[src/rtl/usr_seq.sv]
// usr_seq: universal shift register with a command/handshake front end.
// A command either acts in a single cycle (NOP, LOAD, CLEAR, zero-count
// shift) or starts a multi-step shift that advances one bit per clock
// until its count is exhausted, then pulses done.
module usr_seq #(
  parameter int WIDTH = 8,
  parameter int AW    = $clog2(WIDTH) + 1
) (
  input  logic             clk,
  input  logic             reset,
  input  logic             cmd_valid,
  output logic             cmd_ready,
  input  logic [2:0]       op,
  input  logic [AW-1:0]    amt,
  input  logic [WIDTH-1:0] d,
  input  logic             ser_in,
  output logic [WIDTH-1:0] q,
  output logic             ser_out,
  output logic             busy,
  output logic             done
);

  // Operation codes.
  localparam logic [2:0] OP_NOP   = 3'b000;
  localparam logic [2:0] OP_SHR   = 3'b001;
  localparam logic [2:0] OP_SHL   = 3'b010;
  localparam logic [2:0] OP_ROR   = 3'b011;
  localparam logic [2:0] OP_ROL   = 3'b100;
  localparam logic [2:0] OP_ASR   = 3'b101;
  localparam logic [2:0] OP_LOAD  = 3'b110;
  localparam logic [2:0] OP_CLEAR = 3'b111;

  // Sequencer states.
  localparam logic [0:0] ST_IDLE = 1'b0;
  localparam logic [0:0] ST_RUN  = 1'b1;

  // Largest meaningful step count; AW is wide enough to hold WIDTH itself.
  localparam logic [AW-1:0] AMT_MAX = AW'(WIDTH);
  localparam logic [AW-1:0] AMT_ONE = AW'(1);

  // Architectural and sequencer state.
  logic [0:0]       state_q, state_d;
  logic [AW-1:0]    cnt_q, cnt_d;
  logic [2:0]       op_q, op_d;
  logic [WIDTH-1:0] q_q, q_d;
  logic             ser_out_q, ser_out_d;
  logic             done_q, done_d;

  // Command decode.
  logic             idle;
  logic             is_shift;
  logic [AW-1:0]    eff_amt;

  // Single-step datapath for the latched operation.
  logic             dir_right;
  logic             right_fill;
  logic             left_fill;
  logic [WIDTH-1:0] right_shift;
  logic [WIDTH-1:0] left_shift;
  logic [WIDTH-1:0] step_q;
  logic             step_so;

  assign idle = (state_q == ST_IDLE);

  // Decode the incoming command: shift class and clamped step count.
  always_comb begin
    is_shift = (op >= OP_SHR) && (op <= OP_ASR);
    eff_amt  = (amt > AMT_MAX) ? AMT_MAX : amt;
  end

  // Bit shifted in at the MSB (right-moving ops) or LSB (left-moving ops).
  always_comb begin
    dir_right  = (op_q == OP_SHR) || (op_q == OP_ROR) || (op_q == OP_ASR);
    right_fill = q_q[WIDTH-1];
    left_fill  = q_q[WIDTH-1];
    case (op_q)
      OP_SHR:  right_fill = ser_in;
      OP_ROR:  right_fill = q_q[0];
      default: right_fill = q_q[WIDTH-1];
    endcase
    case (op_q)
      OP_SHL:  left_fill = ser_in;
      default: left_fill = q_q[WIDTH-1];
    endcase
  end

  // Per-bit neighbour selection: each bit takes its upper neighbour when
  // moving right and its lower neighbour when moving left; the end bits
  // take the fill bit instead.
  genvar gi;
  generate
    for (gi = 0; gi < WIDTH; gi++) begin : g_bit
      if (gi == WIDTH - 1) begin : g_msb
        assign right_shift[gi] = right_fill;
      end else begin : g_rmid
        assign right_shift[gi] = q_q[gi+1];
      end
      if (gi == 0) begin : g_lsb
        assign left_shift[gi] = left_fill;
      end else begin : g_lmid
        assign left_shift[gi] = q_q[gi-1];
      end
    end
  endgenerate

  // Result of one step and the bit that leaves the register.
  always_comb begin
    step_q  = dir_right ? right_shift : left_shift;
    step_so = dir_right ? q_q[0] : q_q[WIDTH-1];
  end

  // Sequencer next state: accept in IDLE, one step per clock in RUN.
  always_comb begin
    state_d   = state_q;
    cnt_d     = cnt_q;
    op_d      = op_q;
    q_d       = q_q;
    ser_out_d = ser_out_q;
    done_d    = 1'b0;
    case (state_q)
      ST_IDLE: begin
        if (cmd_valid) begin
          if (is_shift && (eff_amt != '0)) begin
            // Register contents untouched at the accept edge; steps follow.
            op_d    = op;
            cnt_d   = eff_amt;
            state_d = ST_RUN;
          end else begin
            case (op)
              OP_LOAD:  q_d = d;
              OP_CLEAR: q_d = '0;
              default:  q_d = q_q;
            endcase
            done_d = 1'b1;
          end
        end
      end
      ST_RUN: begin
        // Inputs other than ser_in are ignored while a shift is running.
        q_d       = step_q;
        ser_out_d = step_so;
        cnt_d     = cnt_q - AMT_ONE;
        if (cnt_q == AMT_ONE) begin
          state_d = ST_IDLE;
          done_d  = 1'b1;
        end
      end
      default: begin
        state_d = ST_IDLE;
        cnt_d   = '0;
      end
    endcase
  end

  // State registers with synchronous reset; reset also aborts a running shift.
  always_ff @(posedge clk) begin
    if (reset) begin
      state_q   <= ST_IDLE;
      cnt_q     <= '0;
      op_q      <= OP_NOP;
      q_q       <= '0;
      ser_out_q <= 1'b0;
      done_q    <= 1'b0;
    end else begin
      state_q   <= state_d;
      cnt_q     <= cnt_d;
      op_q      <= op_d;
      q_q       <= q_d;
      ser_out_q <= ser_out_d;
      done_q    <= done_d;
    end
  end

  assign q         = q_q;
  assign ser_out   = ser_out_q;
  assign busy      = ~idle;
  assign cmd_ready = idle;
  assign done      = done_q;

endmodule

[config.mk]
export PLATFORM = sky130hd
export DESIGN_NAME = usr_seq
export DESIGN_NICKNAME = d
export VERILOG_FILES = /design/src/rtl/usr_seq.sv
export SDC_FILE = /design/constraint.sdc
export NUM_CORES = 1
export LEC_CHECK = 0
export BUFFER_PORTS_ARGS = -buffer_cell sky130_fd_sc_hd__buf_2
export CAP_MARGIN = 20
export CORE_MARGIN = 5
export CORE_UTILIZATION = 45
export CTS_CLUSTER_DIAMETER = 50
export DETAILED_ROUTE_END_ITERATION = 8
export GPL_TIMING_DRIVEN = 0
export PLACE_DENSITY = 0.82
export SLEW_MARGIN = 10
export SYNTH_ARGS = -nofsm -noshare
export SYNTH_HDL_FRONTEND = slang
export SYNTH_SLANG_ARGS = --single-unit
[constraint.sdc]
create_clock -name clk -period 3.1 [get_ports clk]
set_input_delay 0.31 -clock clk [delete_from_list [all_inputs] [get_ports clk]]
set_output_delay 0.31 -clock clk [all_outputs]
set_load 0.05 [all_outputs]
# Word-level counts from Yosys, hierarchy flattened
# Cells that the tools add are included.
# word_totals
reg_bits	18
romBits	0
latch_bits	0
ram_bits	0
memories	0
# op_classes
bitwise_logic	1
magnitude_cmp	3
addsub	1
n_mux	20
div	0
eq_ne	12
n_shift	0
mul	0
reduce_logical	9
# ops
operator	n
8-bit one-hot mux with 2 select lines	2
8-bit two-way mux	3
4-bit two-way mux	3
3-bit == test (second input constant)	3
1-bit two-way mux	8
4-bit one-hot mux with 2 select lines	1
3-bit by 2-bit == test with 1-bit output (second input constant)	2
1-bit one-hot mux with 2 select lines	3
3-bit AND reduction	2
4-bit by 1-bit == test with 1-bit output (second input constant)	1
4-bit > comparator (second input constant)	1
2-bit != test (second input constant)	2
4-bit by 2-bit != test with 1-bit output (second input constant)	1
4-bit AND reduction	1
4-bit nonzero test	1
4-bit by 1-bit subtractor with 4-bit output (second input constant)	1
3-bit by 1-bit == test with 1-bit output (second input constant)	1
3-bit by 1-bit >= comparator with 1-bit output (second input constant)	1
3-bit less-or-equal comparator (second input constant)	1
3-bit by 1-bit != test with 1-bit output (second input constant)	1
1-bit logical AND	2
1-bit logical OR	2
2-bit by 1-bit != test with 1-bit output (second input constant)	1
2-bit AND reduction	1
1-bit inverter	1

# Depth between registers and ports, before layout
# logic_depth
ltp_word	7
ltp_mapped	5

# Least setup slack after synthesis
# OpenSTA, ideal clock, no wires.
# synth_path
path_kind	register -> register
startpoint	register state_q, in the netlist busy
endpoint	register q_q[7], in the netlist q[7]
period_less_slack_ps	1999
setup_slack_ps	1101
setup_ps	91
n_path_buf	0
arrival_time_ps	1908
stages_incl_launch_ff	4
cell_sequence	dfxtp_1 -> clkinv_1 -> o31a_1 -> a311oi_1
# synth_between
elab_chain_len	3
elab_cells_between_ends	7
classes_between	4 x eq/ne; 1 x mux; 1 x bitwise; 1 x reduce/logical
# synth_rtl
item	line	source
start: declaration	42	logic [0:0] state_q, state_d;
start signal: assignment	165	state_q <= state_d;
1-bit inverter (no line) (*)	--	
net cmd_ready	12	output logic cmd_ready,
3-bit by 1-bit != test with 1-bit output (no line) or 2-bit != test (tied branches)	--	
4-bit AND reduction (no line)	--	
end signal: assignment	168	q_q <= q_d;
end: declaration	45	logic [WIDTH-1:0] q_q, q_d;
# Mark *: on every way through the listed nets, which the timed path passes. The rest lies on a longest branch.
# A chain may end at the register's enable or synchronous reset.

# Final worst setup path
# layout_path
startpoint	register op_q[0]
endpoint	register q_q[6], in the netlist q[6]
# layout_between
elab_chain_len	5
elab_cells_between_ends	7
classes_between	3 x eq/ne; 2 x mux; 2 x reduce/logical
# layout_rtl
item	line	source
start: declaration	44	logic [2:0] op_q, op_d;
start signal: assignment	167	op_q <= op_d;
3-bit by 1-bit == test with 1-bit output or 3-bit by 2-bit == test with 1-bit output (tied branches)	73	dir_right = (op_q == OP_SHR) || (op_q == OP_ROR) || (op_q == OP_ASR);
1-bit logical OR	73	
1-bit logical OR (*)	73	
8-bit two-way mux (*)	108	step_q = dir_right ? right_shift : left_shift;
8-bit one-hot mux with 2 select lines (*)	120	case (state_q)
# Every way passes the cells marked *; elsewhere a longest branch is shown, timed or not.

==> results.md <==
- Power density over cell area: 521 nW/um^2
- Max incr delay on CP: 430 ps
- Mapped Area: roughly 1000 um^2
- Setup bufs post-CTS: 0
- Fin crit period: 1680 ps
- Placed insts: about 170
- Detailed placer's ending HPWL: 1940 um
- Longest Clk Path Bufs: 2
- Wire length per cell: 14.8 um
- Crit end category: register
- Cts bufs inserted: 3
- GRT Overall Usage: between 10% and 20%
- Antenna violations before repair: 0
- CP cell instances: a21boi_4 -> mux2_1 -> a221oi_1 -> nor3_1
- Outcome: finished clean
- Clock skew: 3.50 ps
- Setup TNS: 0 ps
- 1st-pass router iterations: 4
- Crit start category: register
- Fin cells: 175
- Final setup fails: 0
- CTS Root Cell: clkbuf_4
- Clock Pin Slew Worst Setup and Hold Paths: about 110 ps
- Share of cells above drive strength 1: 29.9%
- Max cap viols: 0
- Post-synth EDFFs: 0
- Switch share: 37.2%
- Io pins: 31
- Post-route ant nets: 0
- Vias in the first global route: 990
- DIE AREA: 3260 um^2
- Clk pwr share: 23.3%
- Hold Crit Class: in -> reg
- Global-route wire length before repair: around 4400 um
- Unique masters post-synth: 37
- Drt drc: 0
- Initial Util: between 40% and 50%
- Layout area overhead: 21.7%
- Pin count of the biggest net entering global routing: 11
- Worst VDD drop: 0.367 mV
- Mean Syn Cell Area: a little under 9 um^2
- Mean number of vias per cell: 5.87
- Post-CTS Resized: 0
- CP Max Fanout: 10
- Worst Hold Depth: 3
- Die X: roughly 57 um
- CP required: 3280 ps
- Sw power: ~240 uW
- CP max stage cell: dfxtp_1
- Seq pwr share: about 44%
- FF+latch count, synth: 18
- Antenna diodes: 0
- Comb pwr share: around a third
- Layout Nets: 169
- Asr flop ratio synth: 0%
- H-Tree Depth: 1
- Seq/Total Area, Yosys: 36.1%
- CORE AREA: around 2200 um^2
- Prevailing post-synth register cell: dfxtp_1
- Syn Inst Count: 114
- CTS Sinks: 18
- Crit path kind: reg -> reg
- Hold slack: roughly 280 ps
- Clock Latency Late Sink: 290 ps
- GRT Residual Overflow: 0
- Int Pwr: 397 uW
- Max-slew violation count: 0
- CTS Hold Bufs: 0
- Floorplan row count: 17
- Drt initial violations: 13
- Syn nets: 135
- Fin. Hold Viols: 0
- LEAKAGE: roughly 0.00051 uW
- Global placement routability congestion: ~0.76
- Ys Warns: 0
- WL final: 2600 um
- TritonCTS clock tree: yes
- Final period util: between 50% and 60%
- RSZ-0062 raised after global routing: false
- Die height: about 57 um
- Max Clock Freq: 594 MHz
- I/O Buffers: 29
- Slew HR: between 40% and 50%
- Via count: 1027
- Arrival time at the worst endpoint: 1860 ps
- R2R depth: 4
- Worst-Margin Slew: 774 ps
==> worst max-delay path, delay by kind of cell (launching register included) <==
family,cells,cell delay [ps]
compound gates,2,700
flops,1,430
mux,1,360
simple gates,1,80
==> state kept, by name, summed over array words and instances (netlist names) <==
name	count
q	8
cnt_q	4
op_q	3
busy	1
done	1
ser_out	1
==> power by group through the flow <==
stage | registers (uW) | logic [uW] | clock network [uW]
after floorplan | 331 | 102 | 0
after global placement | 283 | 201 | 0
after detailed placement | 284 | 206 | 0
after CTS | 279 | 208 | 147
after global routing | 283 | 226 | 165
final | 279 | 206 | 147
==> synth_stat cells (all sizes together) (2+ instances only) <==
cell type  number  area (um^2)
nor3            5         25.0
inv             4         15.0
ha              2         25.0
nand4           2         18.8
nor2           13         48.8
a221oi          7         61.3
o21ai           3         15.0
a211oi          5         37.5
nor4            2         12.5
nand2           7         26.3
mux2i           4         40.0
a21boi          2         26.3
nor3b           2         15.0
a21oi           5         25.0
nand3           4         20.0
dfxtp          18          360
clkbuf          3         11.3
mux2            7         82.6
a31oi           5         31.3
==> stage by stage <==
step / setup WS [ps] / area, um^2 / utilization [%] / total power [uW]
floorplan: 1100 / 998 / - / 433
global placement: 1500 / 1180 / 54.3 / 483
detailed placement: 1450 / 1180 / 54.3 / 490
CTS: 1390 / 1210 / 56.0 / 634
global route: 1290 / 1210 / 56.0 / 673
finish: 1420 / 1210 / 56.0 / 633
==> cells by family (layout without fill, tap and decap cells) <==
family | count (synthesis) | after routing | share of synthesized area [%]
buf+inv | 9 | 42 | 3.51
mux | 11 | 11 | 12.3
fa+ha+maj | 2 | 2 | 2.51
simple gates | 41 | 41 | 20.9
compound gates | 33 | 33 | 24.7
flops | 18 | 18 | 36.1
==> worst paths after layout <==
path | from | to | slack, ps
worst min-delay path | op[0] | op_q[0]$_SDFFE_PP0P_ | 280
worst max-delay path | op_q[0]$_SDFFE_PP0P_ | q[6]$_SDFFE_PP0P_ | 1420
worst max register to register | op_q[0]$_SDFFE_PP0P_ | q[6]$_SDFFE_PP0P_ | 1420
worst min register to register | ser_out$_SDFFE_PP0P_ | ser_out$_SDFFE_PP0P_ | 500
==> cell type report <==
type,count,area (um^2)
Fill cell,214,955
Multi-Input combinational cell,87,603
Sequential cell,18,360
Timing Repair Buffer,29,145
Clock buffer,4,36.3
Tap cell,28,35.0
Inverter,5,18.8
Buffer,4,16.3
==> routing by layer <==
metal / GRT usage [%] / wire (um) / share of wire (%) / vias to the layer above
met3: 3.85 / 202 / 7.8 / 7
met2: 29.5 / 1290 / 50 / 40
met1: 19.6 / 1060 / 41 / 478
met5: 0 / 0 / 0 / -
li1: - / - / - / 502
met4: 6.29 / 44 / 1.7 / 0
==> cell usage in the layout, fill, tap and decap left out, drive strengths merged, types with 5 or more instances in the layout <==
| cell | synthesis | final |
|---|---|---|
| buf | 1 | 30 |
| dfxtp | 18 | 18 |
| nor2 | 13 | 13 |
| a221oi | 7 | 7 |
| nand2 | 7 | 7 |
| mux2 | 7 | 7 |
| clkbuf | 3 | 7 |
| a31oi | 5 | 5 |
| nor3 | 5 | 5 |
| a211oi | 5 | 5 |
| a21oi | 5 | 5 |
(Power assumes the default switching activity.)
